===== config.mk =====
export PLATFORM = sky130hd
export DESIGN_NAME = nonce_batch_scheduler_flat
export DESIGN_NICKNAME = d
export VERILOG_FILES = /design/src/rtl/bitcoin_pkg.sv /design/src/rtl/nonce_batch_scheduler_if.sv /design/src/rtl/result_scanner.sv /design/src/rtl/nonce_batch_scheduler.sv /design/src/flat_wrapper.sv
export SDC_FILE = /design/constraint.sdc
export NUM_CORES = 1
export LEC_CHECK = 0
export ABC_CLOCK_PERIOD_IN_PS = 3050
export CORE_ASPECT_RATIO = 1.1
export CORE_MARGIN = 2
export CORE_UTILIZATION = 37
export CTS_CLUSTER_DIAMETER = 80
export DETAILED_ROUTE_END_ITERATION = 10
export PLACE_DENSITY = 0.67
export SYNTH_ARGS = -nofsm -noshare
export SYNTH_HDL_FRONTEND = slang
export SYNTH_HIERARCHICAL = 1
export SYNTH_SLANG_ARGS = --single-unit

===== constraint.sdc =====
create_clock -name clk -period 3.05 [get_ports clk]
set_clock_uncertainty 0.05 [all_clocks]
set_input_delay 0.305 -clock clk [delete_from_list [all_inputs] [get_ports clk]]
set_output_delay 0.305 -clock clk [all_outputs]
set_load 0.1 [all_outputs]

===== src/rtl/bitcoin_pkg.sv =====
// Shared types and constants for the bitcoin hashing subsystem: scheduler
// state encoding, memory geometry and the SHA-256 initial hash words.
package bitcoin_pkg;

  localparam int NUM_NONCES_DEFAULT = 16;
  localparam int MEM_ADDR_W         = 16;
  localparam int MEM_DATA_W         = 32;

  localparam logic [31:0] H0 = 32'h6a09e667;
  localparam logic [31:0] H1 = 32'hbb67ae85;
  localparam logic [31:0] H2 = 32'h3c6ef372;
  localparam logic [31:0] H3 = 32'ha54ff53a;
  localparam logic [31:0] H4 = 32'h510e527f;
  localparam logic [31:0] H5 = 32'h9b05688c;
  localparam logic [31:0] H6 = 32'h1f83d9ab;
  localparam logic [31:0] H7 = 32'h5be0cd19;

  typedef enum logic [2:0] {
    ST_IDLE   = 3'd0,
    ST_LAUNCH = 3'd1,
    ST_WAIT   = 3'd2,
    ST_SCAN   = 3'd3,
    ST_NEXT   = 3'd4,
    ST_FINISH = 3'd5
  } sched_state_t;

endpackage


===== src/rtl/nonce_batch_scheduler_if.sv =====
// Engine control and shared memory port seen by the nonce batch scheduler.
interface nonce_batch_scheduler_if;
  import bitcoin_pkg::*;

  // eng_start is a one-cycle launch pulse; eng_done is a level the engine
  // holds until the next eng_start. The memory port has no backpressure: a
  // registered mem_addr returns mem_read_data MEM_RD_LAT cycles later.
  logic                  eng_start;
  logic [31:0]           eng_message_addr;
  logic [31:0]           eng_output_addr;
  logic [31:0]           eng_nonce_base;
  logic                  eng_done;
  logic                  eng_mem_we;
  logic [MEM_ADDR_W-1:0] eng_mem_addr;
  logic [MEM_DATA_W-1:0] eng_mem_write_data;
  logic                  mem_we;
  logic [MEM_ADDR_W-1:0] mem_addr;
  logic [MEM_DATA_W-1:0] mem_write_data;
  logic [MEM_DATA_W-1:0] mem_read_data;

  modport master (
    output eng_start, eng_message_addr, eng_output_addr, eng_nonce_base,
    input  eng_done, eng_mem_we, eng_mem_addr, eng_mem_write_data,
    output mem_we, mem_addr, mem_write_data,
    input  mem_read_data
  );

  modport slave (
    input  eng_start, eng_message_addr, eng_output_addr, eng_nonce_base,
    output eng_done, eng_mem_we, eng_mem_addr, eng_mem_write_data,
    input  mem_we, mem_addr, mem_write_data,
    output mem_read_data
  );

endinterface


===== src/rtl/result_scanner.sv =====
// Reads NUM_NONCES consecutive result words after a go pulse and flags each
// returned word that is strictly below the target.
module result_scanner
  import bitcoin_pkg::*;
#(
  parameter int NUM_NONCES = NUM_NONCES_DEFAULT,
  parameter int MEM_RD_LAT = 2,
  localparam int IDX_W = (NUM_NONCES > 1) ? $clog2(NUM_NONCES) : 1
) (
  input  logic                  clk,
  input  logic                  reset,
  input  logic                  go,
  input  logic [MEM_ADDR_W-1:0] base_addr,
  input  logic [MEM_DATA_W-1:0] target,
  input  logic [MEM_DATA_W-1:0] rd_data,
  output logic [MEM_ADDR_W-1:0] rd_addr,
  output logic                  scan_done,
  output logic                  hit,
  output logic [IDX_W-1:0]      hit_index
);

  localparam logic [IDX_W-1:0] LAST_IDX = IDX_W'(NUM_NONCES - 1);

  logic                  r_active;
  logic [IDX_W-1:0]      r_issue_cnt;
  logic [IDX_W-1:0]      r_rd_idx;
  logic [MEM_ADDR_W-1:0] r_addr;
  logic [MEM_RD_LAT-1:0] r_vld_sr;
  logic                  w_valid;

  assign w_valid   = r_vld_sr[MEM_RD_LAT-1];
  assign rd_addr   = r_addr;
  assign scan_done = w_valid && (r_rd_idx == LAST_IDX);
  assign hit       = w_valid && (rd_data < target);
  assign hit_index = r_rd_idx;

  always_ff @(posedge clk) begin
    if (reset) begin
      r_active    <= 1'b0;
      r_issue_cnt <= '0;
      r_rd_idx    <= '0;
      r_addr      <= '0;
      r_vld_sr    <= '0;
    end else begin
      // The shift register tags which cycles carry returning read data.
      r_vld_sr <= (r_vld_sr << 1) | MEM_RD_LAT'(r_active);
      if (go) begin
        r_active    <= 1'b1;
        r_issue_cnt <= '0;
        r_rd_idx    <= '0;
        r_addr      <= base_addr;
      end else begin
        if (r_active) begin
          if (r_issue_cnt == LAST_IDX) begin
            r_active <= 1'b0;
          end else begin
            r_issue_cnt <= r_issue_cnt + 1'b1;
            r_addr      <= r_addr + 1'b1;
          end
        end
        if (w_valid) begin
          r_rd_idx <= r_rd_idx + 1'b1;
        end
      end
    end
  end

endmodule


===== src/rtl/nonce_batch_scheduler.sv =====
// Runs one hash engine over consecutive nonce batches, scans each batch's
// results against a target and reports the first winning nonce.
module nonce_batch_scheduler
  import bitcoin_pkg::*;
#(
  parameter int NUM_NONCES = NUM_NONCES_DEFAULT,
  parameter int MEM_RD_LAT = 2,
  parameter int TIMEOUT    = 4096
) (
  input  logic         clk,
  input  logic         reset,
  input  logic         start,
  input  logic         abort,
  input  logic [31:0]  message_addr,
  input  logic [31:0]  output_addr,
  input  logic [31:0]  nonce_start,
  input  logic [15:0]  max_batches,
  input  logic [31:0]  target,
  output logic         busy,
  output logic         done,
  output logic         found,
  output logic         timeout_err,
  output logic [31:0]  found_nonce,
  output logic [15:0]  batches_run,
  output sched_state_t o_dbg_state,
  nonce_batch_scheduler_if.master bus
);

  localparam int IDX_W = (NUM_NONCES > 1) ? $clog2(NUM_NONCES) : 1;
  localparam int WD_W  = (TIMEOUT > 1) ? $clog2(TIMEOUT) : 1;
  localparam logic [WD_W-1:0] WD_LAST = WD_W'(TIMEOUT - 1);

  sched_state_t    r_state;
  logic            r_done;
  logic            r_found;
  logic            r_timeout;
  logic            r_abort_pend;
  logic [31:0]     r_found_nonce;
  logic [15:0]     r_batches_run;
  logic [15:0]     r_max_batches;
  logic [31:0]     r_base;
  logic [31:0]     r_msg_addr;
  logic [31:0]     r_out_addr;
  logic [31:0]     r_target;
  logic [WD_W-1:0] r_wdog;

  logic                  w_busy;
  logic                  w_eng_owns_mem;
  logic                  w_scan_go;
  logic                  w_scan_done;
  logic                  w_hit;
  logic [IDX_W-1:0]      w_hit_index;
  logic [MEM_ADDR_W-1:0] w_scan_addr;
  logic [15:0]           w_batches_next;

  assign w_busy = (r_state == ST_LAUNCH) || (r_state == ST_WAIT) ||
                  (r_state == ST_SCAN)   || (r_state == ST_NEXT);
  assign w_eng_owns_mem = (r_state == ST_LAUNCH) || (r_state == ST_WAIT);
  assign w_scan_go      = (r_state == ST_WAIT) && bus.eng_done;
  assign w_batches_next = r_batches_run + 16'd1;

  assign busy        = w_busy;
  assign done        = r_done;
  assign found       = r_found;
  assign timeout_err = r_timeout;
  assign found_nonce = r_found_nonce;
  assign batches_run = r_batches_run;
  assign o_dbg_state = r_state;

  assign bus.eng_start        = (r_state == ST_LAUNCH);
  assign bus.eng_message_addr = r_msg_addr;
  assign bus.eng_output_addr  = r_out_addr;
  assign bus.eng_nonce_base   = r_base;

  // Ownership follows the registered state, so the switch to the scanner's
  // registered address happens on the WAIT->SCAN edge with no idle cycle.
  assign bus.mem_we         = w_eng_owns_mem ? bus.eng_mem_we : 1'b0;
  assign bus.mem_addr       = w_eng_owns_mem ? bus.eng_mem_addr : w_scan_addr;
  assign bus.mem_write_data = w_eng_owns_mem ? bus.eng_mem_write_data : '0;

  result_scanner #(
    .NUM_NONCES (NUM_NONCES),
    .MEM_RD_LAT (MEM_RD_LAT)
  ) u_scanner (
    .clk       (clk),
    .reset     (reset),
    .go        (w_scan_go),
    .base_addr (r_out_addr[MEM_ADDR_W-1:0]),
    .target    (r_target),
    .rd_data   (bus.mem_read_data),
    .rd_addr   (w_scan_addr),
    .scan_done (w_scan_done),
    .hit       (w_hit),
    .hit_index (w_hit_index)
  );

  always_ff @(posedge clk) begin
    if (reset) begin
      r_state       <= ST_IDLE;
      r_done        <= 1'b0;
      r_found       <= 1'b0;
      r_timeout     <= 1'b0;
      r_abort_pend  <= 1'b0;
      r_found_nonce <= '0;
      r_batches_run <= '0;
      r_max_batches <= '0;
      r_base        <= '0;
      r_msg_addr    <= '0;
      r_out_addr    <= '0;
      r_target      <= '0;
      r_wdog        <= '0;
    end else begin
      if (w_busy && abort) begin
        r_abort_pend <= 1'b1;
      end
      // Later hits in the same batch are drained but never overwrite the first.
      if ((r_state == ST_SCAN) && w_hit && !r_found) begin
        r_found       <= 1'b1;
        r_found_nonce <= r_base + 32'(w_hit_index);
      end

      case (r_state)
        ST_IDLE: begin
          if (start) begin
            r_done        <= (max_batches == 16'd0);
            r_found       <= 1'b0;
            r_timeout     <= 1'b0;
            r_abort_pend  <= 1'b0;
            r_found_nonce <= '0;
            r_batches_run <= '0;
            r_max_batches <= max_batches;
            r_base        <= nonce_start;
            r_msg_addr    <= message_addr;
            r_out_addr    <= output_addr;
            r_target      <= target;
            r_state       <= (max_batches != 16'd0) ? ST_LAUNCH : ST_FINISH;
          end
        end
        ST_LAUNCH: begin
          r_wdog  <= '0;
          r_state <= ST_WAIT;
        end
        ST_WAIT: begin
          if (bus.eng_done) begin
            r_state <= ST_SCAN;
          end else if (r_wdog == WD_LAST) begin
            r_timeout <= 1'b1;
            r_done    <= 1'b1;
            r_state   <= ST_FINISH;
          end else begin
            r_wdog <= r_wdog + 1'b1;
          end
        end
        ST_SCAN: begin
          if (w_scan_done) begin
            r_state <= ST_NEXT;
          end
        end
        ST_NEXT: begin
          r_batches_run <= w_batches_next;
          r_base        <= r_base + 32'(NUM_NONCES);
          if (r_found || (w_batches_next == r_max_batches) || r_abort_pend || abort) begin
            r_done  <= 1'b1;
            r_state <= ST_FINISH;
          end else begin
            r_state <= ST_LAUNCH;
          end
        end
        ST_FINISH: begin
          r_state <= ST_IDLE;
        end
        default: begin
          r_state <= ST_IDLE;
        end
      endcase
    end
  end

endmodule

===== src/flat_wrapper.sv =====
// flat-port wrapper written by rule: the top's interface ports become plain ports
module nonce_batch_scheduler_flat import bitcoin_pkg::*;
#(
  parameter int NUM_NONCES = NUM_NONCES_DEFAULT,
  parameter int MEM_RD_LAT = 2,
  parameter int TIMEOUT    = 4096
)
  (clk, reset, start, abort, message_addr, output_addr, nonce_start, max_batches, target, busy, done, found, timeout_err, found_nonce, batches_run, o_dbg_state, bus_eng_start, bus_eng_message_addr, bus_eng_output_addr, bus_eng_nonce_base, bus_eng_done, bus_eng_mem_we, bus_eng_mem_addr, bus_eng_mem_write_data, bus_mem_we, bus_mem_addr, bus_mem_write_data, bus_mem_read_data);
  nonce_batch_scheduler_if bus_i ();
  input  logic clk;
  input  logic reset;
  input  logic start;
  input  logic abort;
  input  logic [31:0] message_addr;
  input  logic [31:0] output_addr;
  input  logic [31:0] nonce_start;
  input  logic [15:0] max_batches;
  input  logic [31:0] target;
  output logic busy;
  output logic done;
  output logic found;
  output logic timeout_err;
  output logic [31:0] found_nonce;
  output logic [15:0] batches_run;
  output sched_state_t o_dbg_state;
  output wire logic [$bits(bus_i.eng_start)-1:0] bus_eng_start;
  output wire logic [$bits(bus_i.eng_message_addr)-1:0] bus_eng_message_addr;
  output wire logic [$bits(bus_i.eng_output_addr)-1:0] bus_eng_output_addr;
  output wire logic [$bits(bus_i.eng_nonce_base)-1:0] bus_eng_nonce_base;
  input wire logic [$bits(bus_i.eng_done)-1:0] bus_eng_done;
  input wire logic [$bits(bus_i.eng_mem_we)-1:0] bus_eng_mem_we;
  input wire logic [$bits(bus_i.eng_mem_addr)-1:0] bus_eng_mem_addr;
  input wire logic [$bits(bus_i.eng_mem_write_data)-1:0] bus_eng_mem_write_data;
  output wire logic [$bits(bus_i.mem_we)-1:0] bus_mem_we;
  output wire logic [$bits(bus_i.mem_addr)-1:0] bus_mem_addr;
  output wire logic [$bits(bus_i.mem_write_data)-1:0] bus_mem_write_data;
  input wire logic [$bits(bus_i.mem_read_data)-1:0] bus_mem_read_data;
  assign bus_eng_start = bus_i.eng_start;
  assign bus_eng_message_addr = bus_i.eng_message_addr;
  assign bus_eng_output_addr = bus_i.eng_output_addr;
  assign bus_eng_nonce_base = bus_i.eng_nonce_base;
  assign bus_i.eng_done = bus_eng_done;
  assign bus_i.eng_mem_we = bus_eng_mem_we;
  assign bus_i.eng_mem_addr = bus_eng_mem_addr;
  assign bus_i.eng_mem_write_data = bus_eng_mem_write_data;
  assign bus_mem_we = bus_i.mem_we;
  assign bus_mem_addr = bus_i.mem_addr;
  assign bus_mem_write_data = bus_i.mem_write_data;
  assign bus_i.mem_read_data = bus_mem_read_data;
  nonce_batch_scheduler #(.NUM_NONCES(NUM_NONCES), .MEM_RD_LAT(MEM_RD_LAT), .TIMEOUT(TIMEOUT)) u_core (.clk(clk), .reset(reset), .start(start), .abort(abort), .message_addr(message_addr), .output_addr(output_addr), .nonce_start(nonce_start), .max_batches(max_batches), .target(target), .busy(busy), .done(done), .found(found), .timeout_err(timeout_err), .found_nonce(found_nonce), .batches_run(batches_run), .o_dbg_state(o_dbg_state), .bus(bus_i));
endmodule

# Word level (Yosys, flattened, before mapping)

Index checks and enable logic that the tools add are counted.

Add/sub/neg operators: 7
Magnitude comparators: 1
Equality and inequality tests: 16
Multiplexer cells: 39
Bitwise gates (word level): 2
Reduce and logical (&&, ||, !) cells: 30

Operator list:

| kind                                           | count |
|---|---|
| 2-to-1 mux 32 bit                              | 5 |
| 2-to-1 mux 16 bit                              | 5 |
| case mux 32 bit (2 select lines)               | 1 |
| adder 16 x 1 -> 16 bit (second input constant) | 2 |
| adder 32 x 4 -> 32 bit                         | 1 |
| adder 32 x 5 -> 32 bit (second input constant) | 1 |
| < comparator 32 bit                            | 1 |
| case mux 16 bit (2 select lines)               | 1 |
| 2-to-1 mux 12 bit                              | 2 |
| case mux 12 bit (2 select lines)               | 1 |
| 2-to-1 mux 3 bit                               | 6 |
| == test 16 bit                                 | 1 |
| logical NOT 16 bit                             | 1 |
| nonzero test 16 bit                            | 1 |
| 2-to-1 mux 1 bit                               | 15 |
| case mux 3 bit (5 select lines)                | 1 |
| inequality test 2 bit (second input constant)  | 7 |
| adder 12 x 1 -> 12 bit (second input constant) | 1 |
| == test 12 bit (second input constant)         | 1 |
| adder 4 x 1 -> 4 bit (second input constant)   | 2 |
| == test 4 bit (second input constant)          | 2 |
| AND reduction 2 bit                            | 4 |
| nonzero test 2 bit                             | 4 |
| == test 3 x 2 -> 1 bit (second input constant) | 2 |
| other kinds (16)                               | 27 |

Bits in registers: 238
Input bits: 230
Output and inout port bits: 201
Word-level logic and storage cells: 113

# Longest topological paths before layout

Gate-level depths: netlist of the first run.

Word-level depth: 8
Mapped depth: 12
Mapped depth without buffers: 11

# Cells and area by module

The synthesis of the first run kept the hierarchy.

By module, submodules not included:

| module                | times used | cells an instance | area each (um^2) | seq. area each (um^2) |
|---|---|---|---|---|
| nonce_batch_scheduler | 1          | 1260              | 9826.9           | 4224.1 |
| result_scanner        | 1          | 259               | 2095.8           | 540.5 |

# Worst setup path before layout of the first run

No wires, ideal clock.

Path kind: register to register
From: register u_core.r_state[0] (netlist: u_core/o_dbg_state[0])
To: register u_core.r_abort_pend
Library setup time: 71 ps
Arrival time: 3311 ps
Data required time: 2929 ps
Slack: -382 ps
Cell stages (with the launch flop): 6
Path buffers: 1
Clock period less this slack: 3432 ps
Path through: dfxtp_1 -> clkbuf_1 -> nor2_2 -> xnor2_1 -> a21oi_1 -> nor2_1

Cells in the longest elaborated chain, start to end: 8
Elaborated cells between the ends (all ways): 12
Classes of those cells: eq/ne: 4; mux: 3; reduce/logical: 5

Ends and longest elaborated chain:

| what                                                             | RTL line                     | text |
|---|---|---|
| start, declared                                                  | nonce_batch_scheduler.sv:33  | `sched_state_t r_state;` |
| start signal, assigned                                           | nonce_batch_scheduler.sv:136 | `r_state <= (max_batches != 16'd0) ? ST_LAUNCH : ST_FINISH;` |
| == test 3 x 1 -> 1 bit or == test 3 x 2 -> 1 bit (tied branches) | nonce_batch_scheduler.sv:56  | `assign w_busy = (r_state == ST_LAUNCH) \|\| (r_state == ST_WAIT) \|\|` |
| logical OR 1 bit (2 in series)                                   | nonce_batch_scheduler.sv:56  |  |
| logical OR 1 bit (*)                                             | nonce_batch_scheduler.sv:57  | `(r_state == ST_SCAN) \|\| (r_state == ST_NEXT);` |
| via busy                                                         | flat_wrapper.sv:19           | `output logic busy;` |
| logical AND 1 bit (*)                                            | nonce_batch_scheduler.sv:113 | `if (w_busy && abort) begin` |
| 2-to-1 mux 1 bit (*)                                             | nonce_batch_scheduler.sv:113 |  |
| 2-to-1 mux 1 bit                                                 | nonce_batch_scheduler.sv:124 | `if (start) begin` |
| 2-to-1 mux 1 bit (*)                                             | nonce_batch_scheduler.sv:122 | `case (r_state)` |
| end signal, assigned                                             | nonce_batch_scheduler.sv:103 | `r_abort_pend <= 1'b0;` |
| end signal, assigned                                             | nonce_batch_scheduler.sv:114 | `r_abort_pend <= 1'b1;` |
| end signal, assigned                                             | nonce_batch_scheduler.sv:128 | `r_abort_pend <= 1'b0;` |
| end, declared                                                    | nonce_batch_scheduler.sv:37  | `logic r_abort_pend;` |

Mark *: on every way through the listed nets, which the timed path passes. The rest lies on a longest branch.
A chain may end at the register's enable or synchronous reset.

# Worst setup path in the final report of the first run

From: register u_core.r_state[1] (netlist: u_core/o_dbg_state[1])
To: output bus_mem_addr[8]

Cells in the longest elaborated chain, start to end: 3
Elaborated cells between the ends (all ways): 4
Classes of those cells: eq/ne: 2; mux: 1; reduce/logical: 1

Ends and longest elaborated chain:

| what                                                             | RTL line                    | text |
|---|---|---|
| == test 3 x 1 -> 1 bit or == test 3 x 2 -> 1 bit (tied branches) | nonce_batch_scheduler.sv:58 | `assign w_eng_owns_mem = (r_state == ST_LAUNCH) \|\| (r_state == ST_WAIT);` |
| logical OR 1 bit (*)                                             | nonce_batch_scheduler.sv:58 |  |
| 2-to-1 mux 16 bit (*)                                            | nonce_batch_scheduler.sv:78 | `assign bus.mem_addr = w_eng_owns_mem ? bus.eng_mem_addr : w_scan_addr;` |
| end, declared                                                    | flat_wrapper.sv:35          | `output wire logic [$bits(bus_i.mem_addr)-1:0] bus_mem_addr;` |

Mark *: on every way between the ends. The rest lies on a longest branch, timed or not.

==> results.json, run 1 <==
{
  "status": "finished, final reports clean",
  "pre_cts_ws_ps": 18.3,
  "antenna_left": 0,
  "path_depth": 4,
  "fin_crit_ps": 2730,
  "syn_to_final_growth_pct": 49.1,
  "worstSetupStartpoint": "u_core/o_dbg_state[1]$_SDFFE_PP0P_",
  "antenna_found_initial": 1,
  "slowest_stage": "dfxtp_1",
  "hold_violations": 0,
  "routed_wl_um": 41700,
  "grt.total_usage": 0.234,
  "portBuffers": 430,
  "setup_violations": 0,
  "avgSynthCellArea_um2": 7.85,
  "ir_worst_vdd_v": 0.000363,
  "required_ps": 2690,
  "synth_warnings": 6,
  "fillerInstances": 2869,
  "drv_cap": 0,
  "cts-buffers-inserted": 27,
  "setup_ws_ps": 318,
  "synth-edff-count": 0,
  "clockBufferDepth": 3,
  "grt_overflow_total": 0,
  "postCtsHoldBufs": 0,
  "worst_slew_pin_slew_ps": 985,
  "yosysTopAreaCell": "dfxtp_1",
  "routedWlPerCell_um": 17.8,
  "ys_seq_area_frac": 0.400,
  "grt_pass1_vias": 11700,
  "h-tree-depth": 1,
  "layout-drive-gt1-share": 0.170,
  "ys.flop_type": "dfxtp_1",
  "start_util": 0.378,
  "cts_tree": "yes",
  "p_int_mw": 6.45,
  "end_kind": "output port",
  "synthCells": 1519,
  "postSynthRegisterBits": 238,
  "worstSetupEndpoint": "bus_mem_addr[8]",
  "synth_top_area_share": 0.400,
  "cts.sinks": 238,
  "cp_data_arrival_time_ps": 2380,
  "fin_area_um2": 17800,
  "die-area_um2": 33700,
  "fmax_ghz": 0.366,
  "crit_fanout": 17,
  "slew_headroom": 0.341,
  "num_rows": 68,
  "r2r-end": "u_core/done$_SDFFE_PP0P_",
  "hold_path_class": "primary input to flop",
  "p_clk_frac": 0.341,
  "startpoint_type": "flop",
  "dp_hpwl_um": 31300,
  "drcViolationCount": 0,
  "die_x_um": 175,
  "cts-root-buf": "clkbuf_16",
  "cp.buffers_inverters": 1,
  "switchingPower_mw": 3.57,
  "fp.dieH_um": 192,
  "reg2reg_from": "u_core/batches_run[0]$_SDFFE_PP0P_",
  "hold_ws_ps": 154,
  "synthDistinctLibCells": 72,
  "combPwrFrac": 0.315,
  "post_cts_buffers": 0,
  "critPathTopFamily": "flip-flops",
  "reg2regPathDepth": 6,
  "insertion_delay_ps": 530,
  "syn-num-nets": 1791,
  "path_class": "flop to output port",
  "dr.pass1.iters": 5,
  "synth.area.top_cells": "dfxtp_1, nand2_1, a21oi_1",
  "dr_total_vias": 12200,
  "place_congestion": 0.885,
  "swShare": 0.356,
  "finalPower_mw": 10.0,
  "clk_pin_slew_ps": 60,
  "cp_slowest_stage_delay_ps": 530,
  "r2r_setup_slack_ps": 330,
  "io_pins": 431,
  "leakage_nw": 6.77,
  "post-route-period-util": 0.896,
  "place_area_um2": 16800,
  "first_iter_violations": 740,
  "grt_first_pass_wirelength_um": 63500,
  "seqPwrFrac": 0.344,
  "nets": 2174,
  "grt_max_degree": 64,
  "rsz0062_at_grt": "no",
  "slew_violations": 0,
  "async_flop_share": 0,
  "fp.coreArea_um2": 31600,
  "syn_area_um2": 11900,
  "drt-vias-per-instance": 5.21,
  "fin_setup_tns_ps": 0,
  "critical_path.cell_chain": "nand2b_1 > a21o_2 > mux2_2 > buf_12",
  "power.density_nw_per_um2": 564
}
## cells by family after synthesis
group	after synthesis	synth area share
and+or+nand+nor	634	0.252
AOI/OAI and AO/OA	352	0.171
DFF	238	0.400
buffers and inverters	147	0.0504
xor gates and xnor gates	83	0.0610
adders and majority gates	42	0.0447
muxes	23	0.0212
## state kept, by name, indices dropped and copies added, names as in the netlist, 12 cells and up
name                         cells
u_core/bus.eng_message_addr     32
u_core/bus.eng_nonce_base       32
u_core/bus.eng_output_addr      32
u_core/found_nonce              32
u_core/r_target                 32
u_core/batches_run              16
u_core/r_max_batches            16
u_core/u_scanner/rd_addr        16
u_core/r_wdog                   12
## what timing repair did
action / 4_1_cts / 5_1_grt
resized for setup: 0 / 1
hold endpoints to repair: 0 / 0
setup endpoints to repair: 0 / 16
## worst register-to-register path: stages, from the launching register on
cell	delay, ps
dfxtp_1	580
ha_1	420
nand3_1	210
or4_1	520
a211oi_1	600
nand3_1	150
o21ai_1	140
## cell type report
cell class                      count  area, um2  area share
Multi-Input combinational cell   1134       6630       0.373
Sequential cell                   238       4760       0.268
Timing Repair Buffer              460       4760       0.268
Clock buffer                       39        791      0.0445
Tap cell                          420        526      0.0296
Inverter                           41        154     0.00866
Clock inverter                      9        145     0.00817
Antenna cell                        1       2.50    0.000141
## cell usage in the layout (no fill, tap or decap), types with 5 or more instances in the layout
cell type and instances:
ha_1 41, nand3_1 27, clkinv_2 5, or4_1 5, and2_1 7, nor2b_1 6
nor4_1 20, xnor2_1 46, mux2_2 16, and2_2 30, clkbuf_8 7, clkbuf_16 27
dfxtp_1 238, xor2_1 36, or3_1 12, a211oi_1 24, a21o_1 11, buf_12 54
nand4_1 28, and4_1 10, nand2_1 312, buf_4 154, clkdlybuf4s50_1 251, and3_1 6
nand2b_1 9, a311oi_1 8, a21oi_1 201, clkbuf_1 5, inv_1 40, a31oi_1 11
o21ai_0 50, nor2_1 103, a22oi_1 8, nor3_1 28, mux2i_1 5
## metrics by stage
stage | util | instances
after floorplan | - | 1519
after global placement | 0.533 | 2293
after detailed placement | 0.533 | 2293
after CTS | 0.563 | 2341
after global routing | 0.563 | 2342
final | 0.563 | 2342
## Yosys cell counts, types with 4 or more instances
cell	count
mux2i_1	5
a22oi_1	8
buf_2	26
nand2b_1	9
clkbuf_1	74
xnor2_1	47
or3_1	12
or4_1	5
and3_1	6
nor4_1	20
nor3_2	4
or2_1	4
mux2_2	16
dfxtp_1	238
nor2b_1	6
a211oi_1	24
inv_1	40
and4_1	10
a21oi_1	201
a31oi_1	11
a311oi_1	8
nor2_1	104
o21ai_0	51
and2_1	37
nand3_1	28
a21o_1	12
nor3_1	29
nand2_1	312
ha_1	41
xor2_1	36
nand4_1	28
## routing by layer
layer	vias up	global-route usage	wire length (um)
met3	74	0.0575	3250
li1	5998	-	-
met2	433	0.404	20300
met5	-	0	0
met1	5698	0.283	16700
met4	0	0.0846	1480
## power groups by stage
stage | Combinational, mW | Sequential (mW) | Clock, mW
2_1_floorplan | 1.33 | 4.23 | 0
3_3_place_gp | 3.13 | 3.51 | 0
3_5_place_dp | 3.15 | 3.52 | 0
4_1_cts | 3.16 | 3.45 | 3.50
5_1_grt | 3.30 | 3.47 | 3.62
6_report | 3.15 | 3.45 | 3.42
## how the worst min path moves through the flow
stage | start | end | slack [ps] | cells past startpoint
3_3_place_gp | u_core/u_scanner/r_vld_sr[0]$_SDFF_PP0_ | u_core/u_scanner/r_vld_sr[1]$_SDFF_PP0_ | 380 | 1
6_report | reset | u_core/bus.eng_output_addr[8]$_SDFFE_PP0P_ | 150 | 2
3_5_place_dp | u_core/bus.eng_output_addr[30]$_SDFFE_PP0P_ | u_core/bus.eng_output_addr[30]$_SDFFE_PP0P_ | 400 | 2
5_1_grt | reset | u_core/batches_run[1]$_SDFFE_PP0P_ | 170 | 2
4_1_cts | reset | u_core/bus.eng_nonce_base[5]$_SDFFE_PP0P_ | 140 | 2
2_1_floorplan | u_core/u_scanner/r_vld_sr[0]$_SDFF_PP0_ | u_core/u_scanner/r_vld_sr[1]$_SDFF_PP0_ | 360 | 1
Note: power is estimated with default switching activity, not from simulation.
==> run 2, diff against run 1 <==
Settings changed: CORE_ASPECT_RATIO 1.1 to default, CORE_UTILIZATION 37 to 45, PLACE_DENSITY 0.67 to 0.8.
==> run 2 against run 1 <==
Effect of this change:
- fmax is 3.9% lower
- core utilization is 11 points higher
- register-to-register slack worse by 120 ps
- clock-buffer cell count is 1 lower
- die area is 17% lower
- via count is 0.90% higher
- design area is 1.1% lower
- sequential share of layout area is 0.31 points higher
- critical path type is now flop to flop
==> results.json, run 2 (synthesized netlist as in run 1, its figures left out) <==
{
  "status": "finished, final reports clean",
  "drt-vias-per-instance": 5.46,
  "p_int_mw": 6.25,
  "critical_path.cell_chain": "inv_1 > ha_1 > a2111oi_0 > nand3b_1 > nand4_1 > a211oi_1 > nand2_1 > nor3_2 > buf_12 > mux2i_1 > nor2_1",
  "dr_total_vias": 12300,
  "grt-busiest-layer": "met2",
  "switchingPower_mw": 3.57,
  "worstSetupStartpoint": "u_core/r_target[1]$_SDFFE_PP0P_",
  "die_x_um": 167,
  "setup_violations": 0,
  "slowest_stage": "a2111oi_0",
  "routed_wl_um": 40200,
  "place_congestion": 0.921,
  "fp.coreArea_um2": 26100,
  "required_ps": 3380,
  "reg2regPathDepth": 11,
  "seqPwrFrac": 0.351,
  "reg2reg_from": "u_core/r_target[1]$_SDFFE_PP0P_",
  "worstSetupEndpoint": "u_core/found_nonce[1]$_SDFF_PP0_",
  "fp.dieH_um": 167,
  "cp.buffers_inverters": 2,
  "slew_violations": 0,
  "hold_path_class": "primary input to flop",
  "use_met3": 0.0585,
  "leakage_nw": 6.74,
  "end_kind": "flop",
  "grt.total_usage": 0.273,
  "p_clk_frac": 0.328,
  "critPathTopFamily": "simple AND/OR/NAND/NOR gates",
  "portBuffers": 430,
  "fin_crit_ps": 2840,
  "power.density_nw_per_um2": 559,
  "h-tree-depth": 1,
  "clockBufferDepth": 3,
  "path_class": "flop to flop",
  "clk_pin_slew_ps": 60,
  "fmax_ghz": 0.352,
  "final_util": 0.674,
  "syn_to_final_growth_pct": 47.4,
  "dr.pass1.iters": 5,
  "first_iter_violations": 978,
  "drcViolationCount": 0,
  "grt_overflow_total": 0,
  "grt_first_pass_wirelength_um": 62500,
  "insertion_delay_ps": 530,
  "cts_tree": "yes",
  "slew_headroom": 0.312,
  "dp_hpwl_um": 30000,
  "grt_use_met1": 0.354,
  "swShare": 0.363,
  "drv_cap": 0,
  "nets": 2169,
  "post-route-period-util": 0.932,
  "cts.sinks": 238,
  "fin_setup_tns_ps": 0,
  "place_area_um2": 16700,
  "post_cts_buffers": 0,
  "cts-buffers-inserted": 26,
  "cts-root-buf": "clkbuf_16",
  "rsz0062_at_grt": "no",
  "hold_violations": 0,
  "grt_pass1_vias": 11800,
  "num_rows": 59,
  "startpoint_type": "flop",
  "postCtsHoldBufs": 0,
  "fin_area_um2": 17600,
  "layout-drive-gt1-share": 0.174,
  "io_pins": 431,
  "start_util": 0.458,
  "combPwrFrac": 0.321,
  "fillerInstances": 2122,
  "met2_usage": 0.455,
  "antenna_left": 0,
  "r2r-end": "u_core/found_nonce[1]$_SDFF_PP0_",
  "layout_common_cells": "nand2_1, clkdlybuf4s50_1, dfxtp_1",
  "final_common_cell": "nand2_1",
  "crit_fanout": 60,
  "cts-resized-gates": 0,
  "antenna_found_initial": 3,
  "routedWlPerCell_um": 17.8,
  "cp_data_arrival_time_ps": 3170,
  "r2r_setup_slack_ps": 210,
  "worst_slew_pin_slew_ps": 1030,
  "cp_slowest_stage_delay_ps": 350,
  "grt_max_degree": 86,
  "path_depth": 11,
  "ir_worst_vdd_v": 0.000513,
  "hold_ws_ps": 218,
  "die-area_um2": 27800
}
-- run 2: final cells by class --
class	count	area [um2]	area share
Antenna cell	2	5.00	0.000285
Inverter	41	154	0.00876
Sequential cell	238	4760	0.271
Clock buffer	38	776	0.0442
Clock inverter	10	114	0.00648
Multi-Input combinational cell	1134	6640	0.378
Tap cell	335	419	0.0239
Timing Repair Buffer	456	4700	0.268
-- run 2: layer usage --
layer  vias to the layer above  wire, um
met3                        83      2970
li1                       5993         -
met4                         2      1290
met1                      5745     17000
met2                       490     19000
met5                         -        11
-- run 2: worst min path at each step --
stage	from	endpoint	slack (ps)	cells past startpoint
floorplan	u_core/u_scanner/r_vld_sr[0]$_SDFF_PP0_	u_core/u_scanner/r_vld_sr[1]$_SDFF_PP0_	360	1
global placement	u_core/u_scanner/r_vld_sr[0]$_SDFF_PP0_	u_core/u_scanner/r_vld_sr[1]$_SDFF_PP0_	380	1
detailed placement	u_core/u_scanner/r_vld_sr[0]$_SDFF_PP0_	u_core/u_scanner/r_vld_sr[1]$_SDFF_PP0_	390	1
CTS	reset	u_core/r_wdog[0]$_SDFFE_PP0P_	210	2
global route	reset	u_core/u_scanner/r_vld_sr[1]$_SDFF_PP0_	230	2
finish	reset	u_core/bus.eng_output_addr[3]$_SDFFE_PP0P_	220	2
-- run 2: worst reg2reg max path, stage by stage, from the launching register on --
cell	delay (ps)
dfxtp_1	330
inv_1	60
ha_1	300
a2111oi_0	350
nand3b_1	170
nand4_1	120
a211oi_1	350
nand2_1	160
nor3_2	230
buf_12	280
mux2i_1	240
nor2_1	60
-- run 2: power groups by stage --
stage,combinational (mW),sequential [mW],clock [mW]
5_1_grt,3.29,3.47,3.41
6_report,3.15,3.45,3.22
3_5_place_dp,3.14,3.51,0
3_3_place_gp,3.11,3.50,0
2_1_floorplan,1.33,4.23,0
4_1_cts,3.15,3.45,3.30
-- run 2: per-stage QoR --
| step | cells | total power [mW] | worst slack, ps |
|---|---|---|---|
| floorplan | 1519 | 5.55 | 119 |
| global placement | 2204 | 6.61 | 77.6 |
| detailed placement | 2204 | 6.66 | -24.1 |
| CTS | 2252 | 9.89 | 40.9 |
| global route | 2252 | 10.2 | 26.6 |
| finish | 2254 | 9.82 | 209 |
